## src/rtl/vram_arbiter_if.sv

```systemverilog
// rtl/vram_arbiter_if.sv - CPU, fetch-port, RAM and statistics signals of the VRAM arbiter
interface vram_arbiter_if;
    logic [16:0] cpu_addr;
    logic [7:0]  cpu_wrdata;
    logic        cpu_strobe;
    logic        cpu_write;
    logic [7:0]  cpu_rddata;

    logic        f0_req,     f1_req,     f2_req;
    logic [14:0] f0_addr,    f1_addr,    f2_addr;
    logic        f0_ack,     f1_ack,     f2_ack;
    logic        f0_rdvalid, f1_rdvalid, f2_rdvalid;
    logic [31:0] f0_rddata,  f1_rddata,  f2_rddata;

    logic [14:0] ram_addr;
    logic [31:0] ram_wrdata;
    logic [3:0]  ram_wrbytesel;
    logic        ram_write;
    logic [31:0] ram_rddata;

    logic        stat_clear;
    logic [15:0] stat_cpu_cnt;
    logic [15:0] stat_stall_cnt;
    logic [7:0]  stat_max_wait;

    modport slave (
        input  cpu_addr, cpu_wrdata, cpu_strobe, cpu_write,
        input  f0_req, f1_req, f2_req, f0_addr, f1_addr, f2_addr,
        input  ram_rddata, stat_clear,
        output cpu_rddata,
        output f0_ack, f1_ack, f2_ack, f0_rdvalid, f1_rdvalid, f2_rdvalid,
        output f0_rddata, f1_rddata, f2_rddata,
        output ram_addr, ram_wrdata, ram_wrbytesel, ram_write,
        output stat_cpu_cnt, stat_stall_cnt, stat_max_wait
    );

    modport master (
        output cpu_addr, cpu_wrdata, cpu_strobe, cpu_write,
        output f0_req, f1_req, f2_req, f0_addr, f1_addr, f2_addr,
        output ram_rddata, stat_clear,
        input  cpu_rddata,
        input  f0_ack, f1_ack, f2_ack, f0_rdvalid, f1_rdvalid, f2_rdvalid,
        input  f0_rddata, f1_rddata, f2_rddata,
        input  ram_addr, ram_wrdata, ram_wrbytesel, ram_write,
        input  stat_cpu_cnt, stat_stall_cnt, stat_max_wait
    );
endinterface

```

## src/rtl/vram_arbiter.sv

```systemverilog
// rtl/vram_arbiter.sv - single-port VRAM arbiter: CPU absolute priority, round-robin fetch ports
// Optional statistics counters enabled by defining VRAM_ARB_STATS_EN.
module vram_arbiter (
    input  logic           bm_clk,
    input  logic           bm_reset,
    vram_arbiter_if.slave  bus
);
    logic [2:0]  req;
    logic [2:0]  grant;
    logic        found;
    logic [1:0]  ord [3];
    logic [1:0]  rr_q, rr_d;
    logic [14:0] addr_q, ram_addr_d;
    logic [2:0]  rdvalid_q;
    logic        rd_pend_q;
    logic [1:0]  sel_q;
    logic [7:0]  cap_q, cpu_rddata_d;

    assign req = {bus.f2_req, bus.f1_req, bus.f0_req};

    always_comb begin
        case (rr_q)
            2'd1:    begin ord[0] = 2'd1; ord[1] = 2'd2; ord[2] = 2'd0; end
            2'd2:    begin ord[0] = 2'd2; ord[1] = 2'd0; ord[2] = 2'd1; end
            default: begin ord[0] = 2'd0; ord[1] = 2'd1; ord[2] = 2'd2; end
        endcase
    end

    // The CPU strobe blocks every fetch grant; otherwise first requester from rr wins.
    always_comb begin
        grant = 3'b000;
        rr_d  = rr_q;
        found = 1'b0;
        if (!bus.cpu_strobe) begin
            for (int i = 0; i < 3; i++) begin
                if (!found && req[ord[i]]) begin
                    found          = 1'b1;
                    grant[ord[i]]  = 1'b1;
                    rr_d           = (ord[i] == 2'd2) ? 2'd0 : ord[i] + 2'd1;
                end
            end
        end
    end

    always_comb begin
        ram_addr_d        = addr_q;
        bus.ram_write     = 1'b0;
        bus.ram_wrbytesel = 4'b0000;
        bus.ram_wrdata    = {4{bus.cpu_wrdata}};
        if (bus.cpu_strobe) begin
            ram_addr_d = bus.cpu_addr[16:2];
            if (bus.cpu_write) begin
                bus.ram_write     = 1'b1;
                bus.ram_wrbytesel = 4'b0001 << bus.cpu_addr[1:0];
            end
        end else if (grant[0]) begin
            ram_addr_d = bus.f0_addr;
        end else if (grant[1]) begin
            ram_addr_d = bus.f1_addr;
        end else if (grant[2]) begin
            ram_addr_d = bus.f2_addr;
        end
    end

    assign bus.ram_addr = ram_addr_d;

    // Read byte is muxed straight from RAM on the return cycle and held afterwards.
    assign cpu_rddata_d   = rd_pend_q ? bus.ram_rddata[{sel_q, 3'b000} +: 8] : cap_q;
    assign bus.cpu_rddata = cpu_rddata_d;

    always_ff @(posedge bm_clk) begin
        if (bm_reset) begin
            rr_q      <= 2'd0;
            addr_q    <= 15'd0;
            rdvalid_q <= 3'b000;
            rd_pend_q <= 1'b0;
            sel_q     <= 2'd0;
            cap_q     <= 8'd0;
        end else begin
            rr_q      <= rr_d;
            addr_q    <= ram_addr_d;
            rdvalid_q <= grant;
            rd_pend_q <= bus.cpu_strobe && !bus.cpu_write;
            sel_q     <= bus.cpu_addr[1:0];
            cap_q     <= cpu_rddata_d;
        end
    end

    assign bus.f0_ack     = grant[0];
    assign bus.f1_ack     = grant[1];
    assign bus.f2_ack     = grant[2];
    assign bus.f0_rdvalid = rdvalid_q[0];
    assign bus.f1_rdvalid = rdvalid_q[1];
    assign bus.f2_rdvalid = rdvalid_q[2];
    assign bus.f0_rddata  = bus.ram_rddata;
    assign bus.f1_rddata  = bus.ram_rddata;
    assign bus.f2_rddata  = bus.ram_rddata;

`ifdef VRAM_ARB_STATS_EN
    logic [15:0] cpu_cnt_q, stall_cnt_q;
    logic [7:0]  max_wait_q, max_wait_d;
    logic [7:0]  wait_q [3];
    logic [7:0]  wait_d [3];

    // Per-port run length of unacknowledged request cycles, saturating at 255.
    always_comb begin
        max_wait_d = max_wait_q;
        for (int i = 0; i < 3; i++) begin
            if (req[i] && !grant[i]) begin
                wait_d[i] = (wait_q[i] == 8'hFF) ? 8'hFF : wait_q[i] + 8'd1;
            end else begin
                wait_d[i] = 8'd0;
            end
            if (wait_d[i] > max_wait_d) begin
                max_wait_d = wait_d[i];
            end
        end
    end

    always_ff @(posedge bm_clk) begin
        if (bm_reset || bus.stat_clear) begin
            cpu_cnt_q   <= 16'd0;
            stall_cnt_q <= 16'd0;
            max_wait_q  <= 8'd0;
            for (int i = 0; i < 3; i++) begin
                wait_q[i] <= 8'd0;
            end
        end else begin
            if (bus.cpu_strobe && cpu_cnt_q != 16'hFFFF) begin
                cpu_cnt_q <= cpu_cnt_q + 16'd1;
            end
            if ((|req) && !(|grant) && stall_cnt_q != 16'hFFFF) begin
                stall_cnt_q <= stall_cnt_q + 16'd1;
            end
            max_wait_q <= max_wait_d;
            for (int i = 0; i < 3; i++) begin
                wait_q[i] <= wait_d[i];
            end
        end
    end

    assign bus.stat_cpu_cnt   = cpu_cnt_q;
    assign bus.stat_stall_cnt = stall_cnt_q;
    assign bus.stat_max_wait  = max_wait_q;
`else
    logic unused_stat_clear;
    assign unused_stat_clear  = bus.stat_clear;
    assign bus.stat_cpu_cnt   = 16'd0;
    assign bus.stat_stall_cnt = 16'd0;
    assign bus.stat_max_wait  = 8'd0;
`endif
endmodule

```

## src/flat_wrapper.sv

```systemverilog
// flat-port wrapper written by rule: the top's interface ports become plain ports
module vram_arbiter_flat 
  (bm_clk, bm_reset, bus_cpu_addr, bus_cpu_wrdata, bus_cpu_strobe, bus_cpu_write, bus_f0_req, bus_f1_req, bus_f2_req, bus_f0_addr, bus_f1_addr, bus_f2_addr, bus_ram_rddata, bus_stat_clear, bus_cpu_rddata, bus_f0_ack, bus_f1_ack, bus_f2_ack, bus_f0_rdvalid, bus_f1_rdvalid, bus_f2_rdvalid, bus_f0_rddata, bus_f1_rddata, bus_f2_rddata, bus_ram_addr, bus_ram_wrdata, bus_ram_wrbytesel, bus_ram_write, bus_stat_cpu_cnt, bus_stat_stall_cnt, bus_stat_max_wait);
  vram_arbiter_if bus_i ();
  input  logic bm_clk;
  input  logic bm_reset;
  input wire logic [$bits(bus_i.cpu_addr)-1:0] bus_cpu_addr;
  input wire logic [$bits(bus_i.cpu_wrdata)-1:0] bus_cpu_wrdata;
  input wire logic [$bits(bus_i.cpu_strobe)-1:0] bus_cpu_strobe;
  input wire logic [$bits(bus_i.cpu_write)-1:0] bus_cpu_write;
  input wire logic [$bits(bus_i.f0_req)-1:0] bus_f0_req;
  input wire logic [$bits(bus_i.f1_req)-1:0] bus_f1_req;
  input wire logic [$bits(bus_i.f2_req)-1:0] bus_f2_req;
  input wire logic [$bits(bus_i.f0_addr)-1:0] bus_f0_addr;
  input wire logic [$bits(bus_i.f1_addr)-1:0] bus_f1_addr;
  input wire logic [$bits(bus_i.f2_addr)-1:0] bus_f2_addr;
  input wire logic [$bits(bus_i.ram_rddata)-1:0] bus_ram_rddata;
  input wire logic [$bits(bus_i.stat_clear)-1:0] bus_stat_clear;
  output wire logic [$bits(bus_i.cpu_rddata)-1:0] bus_cpu_rddata;
  output wire logic [$bits(bus_i.f0_ack)-1:0] bus_f0_ack;
  output wire logic [$bits(bus_i.f1_ack)-1:0] bus_f1_ack;
  output wire logic [$bits(bus_i.f2_ack)-1:0] bus_f2_ack;
  output wire logic [$bits(bus_i.f0_rdvalid)-1:0] bus_f0_rdvalid;
  output wire logic [$bits(bus_i.f1_rdvalid)-1:0] bus_f1_rdvalid;
  output wire logic [$bits(bus_i.f2_rdvalid)-1:0] bus_f2_rdvalid;
  output wire logic [$bits(bus_i.f0_rddata)-1:0] bus_f0_rddata;
  output wire logic [$bits(bus_i.f1_rddata)-1:0] bus_f1_rddata;
  output wire logic [$bits(bus_i.f2_rddata)-1:0] bus_f2_rddata;
  output wire logic [$bits(bus_i.ram_addr)-1:0] bus_ram_addr;
  output wire logic [$bits(bus_i.ram_wrdata)-1:0] bus_ram_wrdata;
  output wire logic [$bits(bus_i.ram_wrbytesel)-1:0] bus_ram_wrbytesel;
  output wire logic [$bits(bus_i.ram_write)-1:0] bus_ram_write;
  output wire logic [$bits(bus_i.stat_cpu_cnt)-1:0] bus_stat_cpu_cnt;
  output wire logic [$bits(bus_i.stat_stall_cnt)-1:0] bus_stat_stall_cnt;
  output wire logic [$bits(bus_i.stat_max_wait)-1:0] bus_stat_max_wait;
  assign bus_i.cpu_addr = bus_cpu_addr;
  assign bus_i.cpu_wrdata = bus_cpu_wrdata;
  assign bus_i.cpu_strobe = bus_cpu_strobe;
  assign bus_i.cpu_write = bus_cpu_write;
  assign bus_i.f0_req = bus_f0_req;
  assign bus_i.f1_req = bus_f1_req;
  assign bus_i.f2_req = bus_f2_req;
  assign bus_i.f0_addr = bus_f0_addr;
  assign bus_i.f1_addr = bus_f1_addr;
  assign bus_i.f2_addr = bus_f2_addr;
  assign bus_i.ram_rddata = bus_ram_rddata;
  assign bus_i.stat_clear = bus_stat_clear;
  assign bus_cpu_rddata = bus_i.cpu_rddata;
  assign bus_f0_ack = bus_i.f0_ack;
  assign bus_f1_ack = bus_i.f1_ack;
  assign bus_f2_ack = bus_i.f2_ack;
  assign bus_f0_rdvalid = bus_i.f0_rdvalid;
  assign bus_f1_rdvalid = bus_i.f1_rdvalid;
  assign bus_f2_rdvalid = bus_i.f2_rdvalid;
  assign bus_f0_rddata = bus_i.f0_rddata;
  assign bus_f1_rddata = bus_i.f1_rddata;
  assign bus_f2_rddata = bus_i.f2_rddata;
  assign bus_ram_addr = bus_i.ram_addr;
  assign bus_ram_wrdata = bus_i.ram_wrdata;
  assign bus_ram_wrbytesel = bus_i.ram_wrbytesel;
  assign bus_ram_write = bus_i.ram_write;
  assign bus_stat_cpu_cnt = bus_i.stat_cpu_cnt;
  assign bus_stat_stall_cnt = bus_i.stat_stall_cnt;
  assign bus_stat_max_wait = bus_i.stat_max_wait;
  vram_arbiter u_core (.bm_clk(bm_clk), .bm_reset(bm_reset), .bus(bus_i));
endmodule
```

## config.mk

```make
export PLATFORM = sky130hd
export DESIGN_NAME = vram_arbiter_flat
export DESIGN_NICKNAME = d
export VERILOG_FILES = /design/src/rtl/vram_arbiter_if.sv /design/src/rtl/vram_arbiter.sv /design/src/flat_wrapper.sv
export SDC_FILE = /design/constraint.sdc
export NUM_CORES = 1
export LEC_CHECK = 0
export ABC_CLOCK_PERIOD_IN_PS = 5100
export CAP_MARGIN = 10
export CORE_AREA = 10 10 113 115
export DETAILED_ROUTE_END_ITERATION = 7
export DIE_AREA = 0 0 123 125
export DONT_BUFFER_PORTS = 1
export PLACE_DENSITY = 0.43
export SLEW_MARGIN = 20
export SYNTH_ARGS = -nofsm -noshare
export SYNTH_HDL_FRONTEND = slang
export SYNTH_SLANG_ARGS = --single-unit
```

## constraint.sdc

```tcl
create_clock -name bm_clk -period 5.1 [get_ports bm_clk]
set_input_delay 1.02 -clock bm_clk [delete_from_list [all_inputs] [get_ports bm_clk]]
set_output_delay 1.02 -clock bm_clk [all_outputs]
set_load 0.02 [all_outputs]
```

* Word-level counts from Yosys, hierarchy flattened
Index checks and enable logic that the tools add are counted.
** Storage, ports and cells
- Flip-flop bits (word level) :: 31
- Bits of input ports :: 110
- Output and inout port bits :: 202
- Logic and storage cells :: 74
** Operators by class
- Add/subtract/negate cells :: 3
- $lt $le $gt $ge :: 6
- Equal/unequal tests :: 5
- Shift-type cells :: 2
- Multiplexer cells :: 38
- Bitwise logic cells :: 3
- Reductions and logical operators :: 11
** Operators with widths (number)
- $mux W15 :: 4
- $shiftx A32 B6 Y8 :: 1
- $mux W3 :: 6
- $mux W1 :: 12
- $mux W2 :: 6
- $pmux W6 S2 :: 1
- $lt A2 B3 Y1 const B :: 3
- $eq A2 B2 Y1 const B :: 4
- $mux W4 :: 2
- $mux W8 :: 1
- $add A2 B1 Y2 const B :: 3
- $bmux W1 S2 :: 3
- $demux W1 S2 :: 3
- $ge A2 B1 Y1 const B :: 3
- $logic_and A1 B1 Y1 :: 6
- $or A3 B3 Y3 :: 2
- $shl A1 B2 Y4 const A :: 1
- $logic_not A1 Y1 :: 3
- $reduce_bool A3 Y1 :: 1
- $eq A2 B1 Y1 const B :: 1
- $reduce_and A2 Y1 :: 1
- $not A1 Y1 :: 1

* Longest topological paths before layout
Gate-level depths: netlist of the first run.
- Depth in word-level cells :: 18
- Mapped depth :: 10

* Least setup slack after synthesis of the first run
Ideal clock, no wire load.
- Path type :: input to output
- Start :: input port bus_f1_req
- End :: output port bus_ram_addr[10]
- Arrival time :: 2.488 ns
- Slack :: 1.592 ns
- Cell stages on the path :: 7
- Path buffers :: 1
- Cells stage by stage :: mux2i_1 -> o21ai_0 -> a31oi_4 -> buf_12 -> mux2_4 -> o221ai_2 -> nand3_1
** Between the ends
- Word-level cells in the longest chain between the ends :: 16
** RTL lines
- start: declaration :: line flat_wrapper.sv:12 : input wire logic [$bits(bus_i.f1_req)-1:0] bus_f1_req;
- $bmux W1 S2 :: line vram_arbiter.sv:36 : if (!found && req[ord[i]]) begin
- $mux W1 (not written as such) :: line vram_arbiter.sv:36
- $mux W1 :: line vram_arbiter.sv:36
- $mux W1 :: line vram_arbiter.sv:34 : if (!bus.cpu_strobe) begin
- $logic_not A1 Y1 :: line vram_arbiter.sv:36
- $logic_and A1 B1 Y1 :: line vram_arbiter.sv:36
- $mux W1 :: line vram_arbiter.sv:36
- $mux W1 :: line vram_arbiter.sv:34
- $logic_not A1 Y1 :: line vram_arbiter.sv:36
- $logic_and A1 B1 Y1 :: line vram_arbiter.sv:36
- $mux W3 (*) :: line vram_arbiter.sv:36
- $mux W3 (*) :: line vram_arbiter.sv:34
- named net bus_f2_ack :: line flat_wrapper.sv:22 : output wire logic [$bits(bus_i.f2_ack)-1:0] bus_f2_ack;
- $mux W15 (*) :: line vram_arbiter.sv:60 : end else if (grant[2]) begin
- $mux W15 (*) :: line vram_arbiter.sv:58 : end else if (grant[1]) begin
- $mux W15 (*) :: line vram_arbiter.sv:56 : end else if (grant[0]) begin
- $mux W15 (*) :: line vram_arbiter.sv:50 : if (bus.cpu_strobe) begin
- end: declaration :: line flat_wrapper.sv:29 : output wire logic [$bits(bus_i.ram_addr)-1:0] bus_ram_addr;
Mark *: on every way through the listed nets, which the timed path passes. The rest lies on a longest branch. The select of a mux whose other input is x is not followed.

* Worst setup path in the final report of the first run
- Start :: register u_core.rr_q[1]
- End :: output port bus_ram_addr[0]
** Between the ends
- Word-level cells in the longest chain between the ends :: 18
** RTL lines
- start: declaration :: line vram_arbiter.sv:12 : logic [1:0] rr_q, rr_d;
- start signal: assignment :: line vram_arbiter.sv:80 : rr_q <= rr_d;
- $eq A2 B2 Y1 or $eq A2 B1 Y1 (tied branches) :: line vram_arbiter.sv:22 : case (rr_q)
- $pmux W6 S2 (*) :: line vram_arbiter.sv:22
- $lt A2 B3 Y1 (not written as such) (tied with other cells) :: line vram_arbiter.sv:38 : grant[ord[i]] = 1'b1;
- $logic_and A1 B1 Y1 (not written as such) or $mux W1 (tied branches) :: line vram_arbiter.sv:38, vram_arbiter.sv:36
- $mux W1, on equally long branches :: line vram_arbiter.sv:38, vram_arbiter.sv:36
- $demux W1 S2 or $mux W1 (tied branches)
- $mux W3 or $logic_not A1 Y1 (tied branches) :: line vram_arbiter.sv:36
- $mux W3 or $logic_and A1 B1 Y1 (tied branches) :: line vram_arbiter.sv:34, vram_arbiter.sv:36
- [... 3 more ...]
- $or A3 B3 Y3 (no line) or $logic_and A1 B1 Y1 (tied branches)
- $mux W3 (*) :: line vram_arbiter.sv:36
- $mux W3 (*) :: line vram_arbiter.sv:34
- named net bus_f2_ack :: line flat_wrapper.sv:22
- $mux W15 (*) :: line vram_arbiter.sv:60
- $mux W15 (*) :: line vram_arbiter.sv:58
- $mux W15 (*) :: line vram_arbiter.sv:56
- $mux W15 (*) :: line vram_arbiter.sv:50
Marks and branches as above.

==> results of run 1 <==
## final timing paths
check / depth (start not counted) / to / start
hold / removal: 3 / u_core.rr_q[1] / u_core.rr_q[1]
setup reg to reg: 9 / u_core.addr_q[0] / u_core.rr_q[1]
setup / recovery: 9 / bus_ram_addr[0] / u_core.rr_q[1]
hold reg to reg: 3 / u_core.rr_q[1] / u_core.rr_q[1]
## power by group
group	internal [mW]	total, mW	switching, mW
combinational	0.176	0.516	0.340
sequential	0.273	0.290	0.0178
clock	0.158	0.258	0.0994
## cells in the mapped netlist (all sizes together), types with 2 or more instances
master,count,share of area
buf,174,0.38
dfxtp,31,0.18
nand3,28,0.040
mux2,25,0.090
nand2,22,0.023
a31oi,16,0.033
o221ai,15,0.055
nor2b,12,0.021
clkbuf,9,0.0099
mux4,8,0.051
nor2,8,0.011
inv,5,0.0053
and2,4,0.0078
ha,4,0.014
nor3,4,0.0057
a21o,3,0.0068
o22ai,3,0.0089
a21oi,2,0.0060
mux2i,2,0.0057
o21ba,2,0.0057
## area by class of cell
| cell class | instances | area [um2] | share of cell area |
|---|---|---|---|
| clock buffers | 6 | 82.6 | 0.0317 |
| clock inverters | 2 | 35.0 | 0.0134 |
| inverters | 6 | 22.5 | 0.00865 |
| multi-input cells | 213 | 1650 | 0.635 |
| flip-flops and latches | 31 | 621 | 0.238 |
| well taps | 140 | 175 | 0.0672 |
| repair buffers | 2 | 15.0 | 0.00576 |
## state kept, by name, summed over array words and instances, names as in the netlist
register / flops
u_core.addr_q: 15
u_core.rd_pend_q: 1
u_core.rdvalid_q: 3
u_core.sel_q: 2
u_core.cap_q: 8
u_core.rr_q: 2
## through the flow
step	cells	hold WS [ns]	util
global placement	392	0.631	0.235
floorplan	433	0.594	-
CTS	400	0.656	0.246
detailed placement	392	0.637	0.235
finish	400	0.660	0.246
global route	400	0.702	0.246
## routing by layer
metal  global-route usage  part of all wire  wire, um  vias to the layer above
li1                     -                 -         -                      888
met1                0.127              0.40      3680                      962
met2                0.182              0.49      4490                      118
met3               0.0261             0.087       788                       15
met4               0.0363             0.014       125                        0
met5                    0                 0         0                        -
## worst reg2reg max path: cells and delay by family, from the launching register on
| kind | cells | cell delay, ns |
|---|---|---|
| buf+inv | 2 | 0.42 |
| mux | 2 | 0.67 |
| flops | 1 | 0.33 |
| compound gates | 4 | 0.89 |
| fa+ha+maj | 1 | 0.30 |
## kinds of logic (layout without fill, tap and decap cells)
family / after synthesis / after routing / synth area share
compound gates: 48 / 48 / 0.141
fa+ha+maj: 4 / 4 / 0.0142
buf+inv: 189 / 16 / 0.396
flops: 31 / 31 / 0.176
mux: 35 / 35 / 0.146
other cells: 1 / 40 / 0.00107
simple gates: 86 / 86 / 0.125
==> flow_summary.yaml, run 1 <==
power_and_ir_drop:
  power.leakage_nw: 0.983
  p_total_mw: 1.06
  p_per_area_nw_per_um2: 408
  vdd.ir_drop.worst_uv: 190
cells_and_area:
  fillerInstances: 1159
  final_common_cell: "conb_1"
  area_growth_pct: -26.0
  final_cell_mix: "conb_1, dfxtp_1, nand3_1"
  final_cell_area_um2: 2610
  drive_above_1_share: 0.254
  diodes: 0
  nets: 373
route:
  avgViaCountPerCell: 4.96
  wl_um: 9090
  ant_nets: 0
  drt-wirelength-per-cell_um: 22.7
  first_iter_violations: 94
  dr_total_vias: 1983
  drc: 0
  dr.pass1.iters: 7
worst_hold_path:
  min_path_type: "reg -> reg"
place:
  placed_cell_area_um2: 2490
  dp_slack_ns: 1.08
  portBuffers: 0
  hpwl_um: 7210
  routabilityCongestion: 0.759
global_routing:
  grt_usage: 0.107
  grt_pass1_wl_um: 13100
  antenna_found_initial: 0
  grt_overflow_total: 0
  grt_pass1_vias: 2112
  grt_start_max_net_pins: 32
cts:
  cts_setup_buffers: 0
  cts_tree: "built"
  post_cts_resized: 0
  root_buffer: "clkbuf_8"
  clock_sinks: 31
  cts_buffers: 5
  htreeDepth: 2
  hold_buffers: 0
  insertion_delay_ns: 0.28
  clk_pin_slew_worst_paths_ns: 0.07
  cts_buffer_depth: 2
setup_path:
  cp.required_ns: 4.08
  cp-end-kind: "output pin"
  cpPeakStageDelay_ns: 0.44
  crit_arrival_ns: 3.04
  slowest_stage: "a31oi_4"
  reg2reg_setup_slack_ns: 2.38
  critPathTopFamily: "compound AO/OA/AOI/OAI gates"
  cp_max_fo: 10
  startpoint_type: "flop"
  critPathKind: "reg -> out"
  worstPathCellList: "inv_1, ha_1, mux2i_1, o21ai_0, a31oi_4, buf_4, mux2_2, o221ai_1, nand3_1"
  crit_buf_inv: 2
sta:
  slew_viol_final: 0
  hold_violations: 0
  tns_ns: 0
  rsz0062_at_grt: "false"
  fin_crit_ns: 4.06
  max-slew-margin-rel: 0.521
  clock.fmax_mhz: 246
  setup_violations: 0
  setup_ws_ns: 1.04
  finalClockSkew_ns: 0.00604
  timing.final.crit_share: 0.796
  worstMarginPinSlew_ns: 0.716
synthesis:
  mappedNetlistArea_um2: 3520
  syn_inst: 394
  async_reset_ff_frac: 0
  seq_area_frac_synth: 0.176
  ys_ff_latch: 31
  yosysWarnings: 0
  synthFlopType: "dfxtp_1"
  synth_cell_types: 51
  synth_edf_count: 0
  syn_area_per_cell_um2: 8.94
die:
  die_w_um: 123
  start_util: 0.332
  die_h_um: 125
  rows: 38
  io_pins: 312
  dieArea_um2: 15400
  coreArea_um2: 10600
run_status:
  status: "complete, no violations"
run:
  maxCapViolCount: 0
Note: power is estimated with default switching activity, not from simulation.
==> run 2: changes to the inputs <==
- ABC_CLOCK_PERIOD_IN_PS: 5100 -> 4000
- clock period: 5.1 -> 4 ns (I/O delays scaled with it)
==> run 2 against run 1 <==
  * Register-to-register slack got worse by 0.99 ns
  * Combinational power increased by 28%
  * Clock-buffer cell count unchanged
  * Critical path depth unchanged
  * Hold slack got worse by 0.083 ns
  * Routed wire length decreased by 0.96%
  * Total power increased by 28%
  * Final area increased by 0.58%
  * Final cell count increased by 0.50%
  * First-iteration DRC count decreased by 38%
  * Setup slack got worse by 0.72 ns
==> flow_summary.yaml, run 2 (synthesized netlist as in run 1, its figures left out) <==
route:
  wl_um: 9000
  avgViaCountPerCell: 5.05
  drt-wirelength-per-cell_um: 22.4
  drc: 0
  first_iter_violations: 58
  dr_total_vias: 2032
  dr.pass1.iters: 4
  ant_nets: 0
cells_and_area:
  largest_reg_flops: 15
  drive_above_1_share: 0.260
  final_core_util: 0.247
  final_common_cell: "conb_1"
  fillerInstances: 1173
  multi_input_area_um2: 1650
  diodes: 0
  area_growth_pct: -25.6
  final_cell_mix: "conb_1, dfxtp_1, nand3_1"
  reg.largest.list: "u_core.addr_q x15, u_core.cap_q x8, u_core.rdvalid_q x3"
  nets: 375
  largest_register: "u_core.addr_q"
  regArea_um2: 621
setup_path:
  r2r-start: "u_core.rr_q[1]"
  cp-end-kind: "output pin"
  slowest_stage: "ha_1"
  path_depth: 9
  cp.required_ns: 3.20
  cp_max_fo: 14
  crit_path_end: "bus_ram_addr[0]"
  crit_arrival_ns: 2.88
  startpoint_type: "flop"
  r2r_cells: 8
  cpPeakStageDelay_ns: 0.46
  worstSetupStartpoint: "u_core.rr_q[0]"
  r2r_end: "u_core.rr_q[0]"
  worstPathCellList: "inv_1, ha_1, nand2_1, o22a_2, a31oi_4, buf_4, mux2_2, o221ai_1, nand3_1"
  critPathTopFamily: "compound AO/OA/AOI/OAI gates"
  reg2reg_setup_slack_ns: 1.39
  critPathKind: "reg -> out"
  crit_buf_inv: 2
global_routing:
  grt_overflow_total: 0
  grt_start_max_net_pins: 32
  grt_usage: 0.106
  grt_pass1_vias: 2140
  antenna_found_initial: 0
  grt_pass1_wl_um: 13000
sta:
  finalClockSkew_ns: 0.00406
  worstMarginPinSlew_ns: 0.715
  clock.fmax_mhz: 272
  slew_viol_final: 0
  rsz0062_at_grt: "false"
  holdWs_ns: 0.577
  setup_violations: 0
  hold_violations: 0
  tns_ns: 0
  fin_crit_ns: 3.68
  timing.final.crit_share: 0.920
  max-slew-margin-rel: 0.522
cts:
  post_cts_resized: 0
  cts_setup_buffers: 0
  root_buffer: "clkbuf_8"
  htreeDepth: 2
  clock_sinks: 31
  insertion_delay_ns: 0.28
  cts_buffer_depth: 2
  hold_buffers: 0
  cts_buffers: 5
  clk_pin_slew_worst_paths_ns: 0.08
  cts_tree: "built"
power_and_ir_drop:
  vdd.ir_drop.worst_uv: 239
  p_per_area_nw_per_um2: 520
  power.leakage_nw: 0.994
  p_total_mw: 1.36
die:
  start_util: 0.332
  coreArea_um2: 10600
  rows: 38
  dieArea_um2: 15400
  die_h_um: 125
  die_w_um: 123
  io_pins: 312
place:
  portBuffers: 0
  routabilityCongestion: 0.756
  hpwl_um: 7230
run:
  maxCapViolCount: 0
run_status:
  status: "complete, no violations"
worst_hold_path:
  min_path_type: "in -> reg"
run 2: changes by cell type in the layout (fill, tap and decap cells not counted):
cell,change
buf_4,+2
run 2: area by class of cell:
class                      count  area share
sequential                    31       0.237
multi-input combinational    213       0.631
inverter                       6     0.00860
tap                          140      0.0669
clock buffer                   6      0.0315
clock inverter                 2      0.0134
timing repair buffer           4      0.0115
run 2: metal layers:
metal  part of all wire  vias up  global-route usage
met5                  0        -                   0
met4              0.016        0              0.0384
met3              0.095       17              0.0297
met2               0.50      132               0.181
met1               0.39      996               0.123
li1                   -      887                   -
run 2: how the worst min path moves through the flow:
stage	start	cells after the start	to	slack, ns
CTS	bm_reset	1	u_core.addr_q[7]	0.57
detailed placement	u_core.rr_q[1]	3	u_core.rr_q[1]	0.64
floorplan	u_core.rr_q[1]	3	u_core.rr_q[1]	0.59
finish	bm_reset	1	u_core.addr_q[10]	0.58
global route	bm_reset	1	u_core.addr_q[10]	0.56
global placement	u_core.rr_q[1]	3	u_core.rr_q[1]	0.63
run 2: stage by stage:
| step | setup slack (ns) | cells | instance area, um2 |
|---|---|---|---|
| 6_report | 0.320 | 402 | 2620 |
| 5_1_grt | 0.105 | 402 | 2620 |
| 4_1_cts | 0.312 | 402 | 2620 |
| 3_5_place_dp | 0.629 | 394 | 2500 |
| 3_3_place_gp | 0.639 | 394 | 2500 |
| 2_1_floorplan | 0.932 | 433 | 3670 |
run 2: where the power goes:
group          switching, mW  internal, mW
clock                  0.129         0.202
sequential            0.0229         0.348
combinational          0.430         0.231
==> run 3: changes to the inputs <==
- CELL_PAD_IN_SITES_DETAIL_PLACEMENT: default -> 1
- CELL_PAD_IN_SITES_GLOBAL_PLACEMENT: default -> 2
- CORE_AREA: 10 10 113 115 -> default
- CORE_MARGIN: default -> 10
- CORE_UTILIZATION: default -> 16
- DIE_AREA: 0 0 123 125 -> default
- DONT_BUFFER_PORTS: 1 -> default
- PLACE_DENSITY: 0.43 -> 0.78
- SLEW_MARGIN: 20 -> default
==> run 3 against run 2 <==
  * Die area increased by 84%
  * Sequential power decreased by 1%
  * Final area increased by 110%
  * Clock power increased by 18%
  * Routed wire length increased by 63%
  * Global-route usage decreased by 0.88 points
  * Clock-buffer cell count unchanged
  * Fmax decreased by 4.3%
==> flow_summary.yaml, run 3 (synthesized netlist as in run 1, its figures left out) <==
sta:
  finalClockSkew_ns: 0.00505
  tns_ns: 0
  clock.fmax_mhz: 260
  setup_violations: 0
  slew_viol_final: 0
  fin_crit_ns: 3.84
  worstMarginPinSlew_ns: 0.749
  hold_violations: 0
  rsz0062_at_grt: "false"
  max-slew-margin-rel: 0.501
  timing.final.crit_share: 0.961
die:
  start_util: 0.162
  die_w_um: 168
  rows: 54
  dieArea_um2: 28300
  io_pins: 312
  die_h_um: 168
  coreArea_um2: 21800
cells_and_area:
  final_common_cell: "clkdlybuf4s50_1"
  final_core_util: 0.248
  area_growth_pct: 53.5
  final_cell_area_um2: 5410
  reg.largest.list: "u_core.addr_q x15, u_core.cap_q x8, u_core.rdvalid_q x3"
  final_cell_mix: "clkdlybuf4s50_1, conb_1, dfxtp_1"
  largest_reg_flops: 15
  nets: 634
  diodes: 0
  fillerInstances: 2541
  largest_register: "u_core.addr_q"
  drive_above_1_share: 0.204
  stdcell_count: 800
power_and_ir_drop:
  intPower_mw: 1.18
  clkPwrFrac: 0.196
  p_total_mw: 1.99
  p_per_area_nw_per_um2: 368
  vdd.ir_drop.worst_uv: 122
  p_seq_frac: 0.184
  switching_share: 0.406
  switching_power_mw: 0.808
  pwr-share-comb: 0.620
  power.leakage_nw: 2.10
setup_path:
  cp.required_ns: 3.20
  reg2reg_setup_slack_ns: 1.51
  critPathKind: "in -> out"
  worstPathCellList: "clkdlybuf4s50_1, nand2_1, o22a_2, a31oi_4, buf_4, mux2_2, o221ai_2, nand3_1, dlygate4sd2_1"
  cp_max_fo: 4
  cp-end-kind: "output pin"
  cpPeakStageDelay_ns: 0.52
  crit_arrival_ns: 3.04
  startpoint_type: "input pin"
  slowest_stage: "clkdlybuf4s50_1"
place:
  dpl.cell_count: 793
  portBuffers: 230
  hpwl_um: 12500
  placed_cell_area_um2: 5240
  routabilityCongestion: 0.714
cts:
  cts_buffers: 5
  htreeDepth: 2
  clk_pin_slew_worst_paths_ns: 0.05
  cts_tree: "built"
  clock_sinks: 31
  cts_buffer_depth: 2
  insertion_delay_ns: 0.29
  root_buffer: "clkbuf_16"
route:
  dr.max_layer_used: "met4"
  dr.pass1.iters: 4
  avgViaCountPerCell: 3.75
  wl_met3_um: 1260
  drc: 0
  wl_um: 14600
  dr_total_vias: 2997
  ant_nets: 0
  drt-wirelength-per-cell_um: 18.3
  routed-wl-met2_um: 7690
  met1Wirelength_um: 5550
  first_iter_violations: 85
global_routing:
  antenna_found_initial: 0
  grt_usage: 0.0970
  grt_start_max_net_pins: 32
  grt_pass1_vias: 3367
  grt_pass1_wl_um: 21300
  grt_overflow_total: 0
run_status:
  status: "complete, no violations"
run:
  maxCapViolCount: 0
worst_hold_path:
  min_path_type: "reg -> reg"
-- run 3: cell count changes in the layout (fill, tap and decap cells not counted), sizes merged --
| cell | delta |
|---|---|
| clkdlybuf4s15 | +1 |
| dlygate4sd2 | +11 |
| bufinv | -1 |
| dlymetal6s2s | +2 |
| clkdlybuf4s50 | +211 |
| clkbuf | +4 |
| buf | +30 |
-- run 3: power groups by stage --
stage	Combinational [mW]	Sequential (mW)	Clock [mW]
global route	1.33	0.372	0.428
global placement	1.25	0.372	0
detailed placement	1.27	0.374	0
finish	1.23	0.366	0.391
floorplan	0.822	0.368	0
CTS	1.24	0.367	0.416
-- run 3: worst paths after layout --
path | endpoint | from | cells after the start
worst min-delay path | u_core.cap_q[6] | u_core.cap_q[6] | 2
worst min register to register | u_core.cap_q[6] | u_core.cap_q[6] | 2
worst max register to register | u_core.rr_q[0] | u_core.rr_q[0] | 10
worst max-delay path | bus_ram_addr[2] | bus_f2_req | 9
-- run 3: timing repair --
item                       CTS  global route
hold buffers                 0             0
pin swaps                    0             1
setup endpoints to repair   16            15
buffers inserted             0             0
resized for setup           19            18
-- run 3: worst max-delay path, delay by kind of cell --
family	cells	cell delay, ns
AO/OA/AOI/OAI	3	0.68
buffers and inverters	3	1.04
multiplexers	1	0.33
AND/OR/NAND/NOR	2	0.20
-- run 3: final cells by class --
cell class,count,area [um2],area share
multi-input combinational,213,1690,0.313
timing repair buffer,263,2580,0.477
clock inverter,1,5.00,0.000926
tap,280,350,0.0648
sequential,31,621,0.115
clock buffer,6,139,0.0257
inverter,6,22.5,0.00417
-- run 3: metrics by stage --
stage / worst slack, ns / hold WS [ns]
floorplan: 0.932 / 0.594
global placement: -0.266 / 0.566
detailed placement: -0.304 / 0.581
CTS: 0.0109 / 0.599
global route: 0.0139 / 0.613
finish: 0.156 / 0.591
-- run 3: layer usage --
| layer | global-route usage | up-vias |
|---|---|---|
| met5 | 0 | - |
| met4 | 0.0235 | 0 |
| met3 | 0.0314 | 8 |
| met2 | 0.180 | 151 |
| met1 | 0.103 | 1419 |
| li1 | - | 1419 |
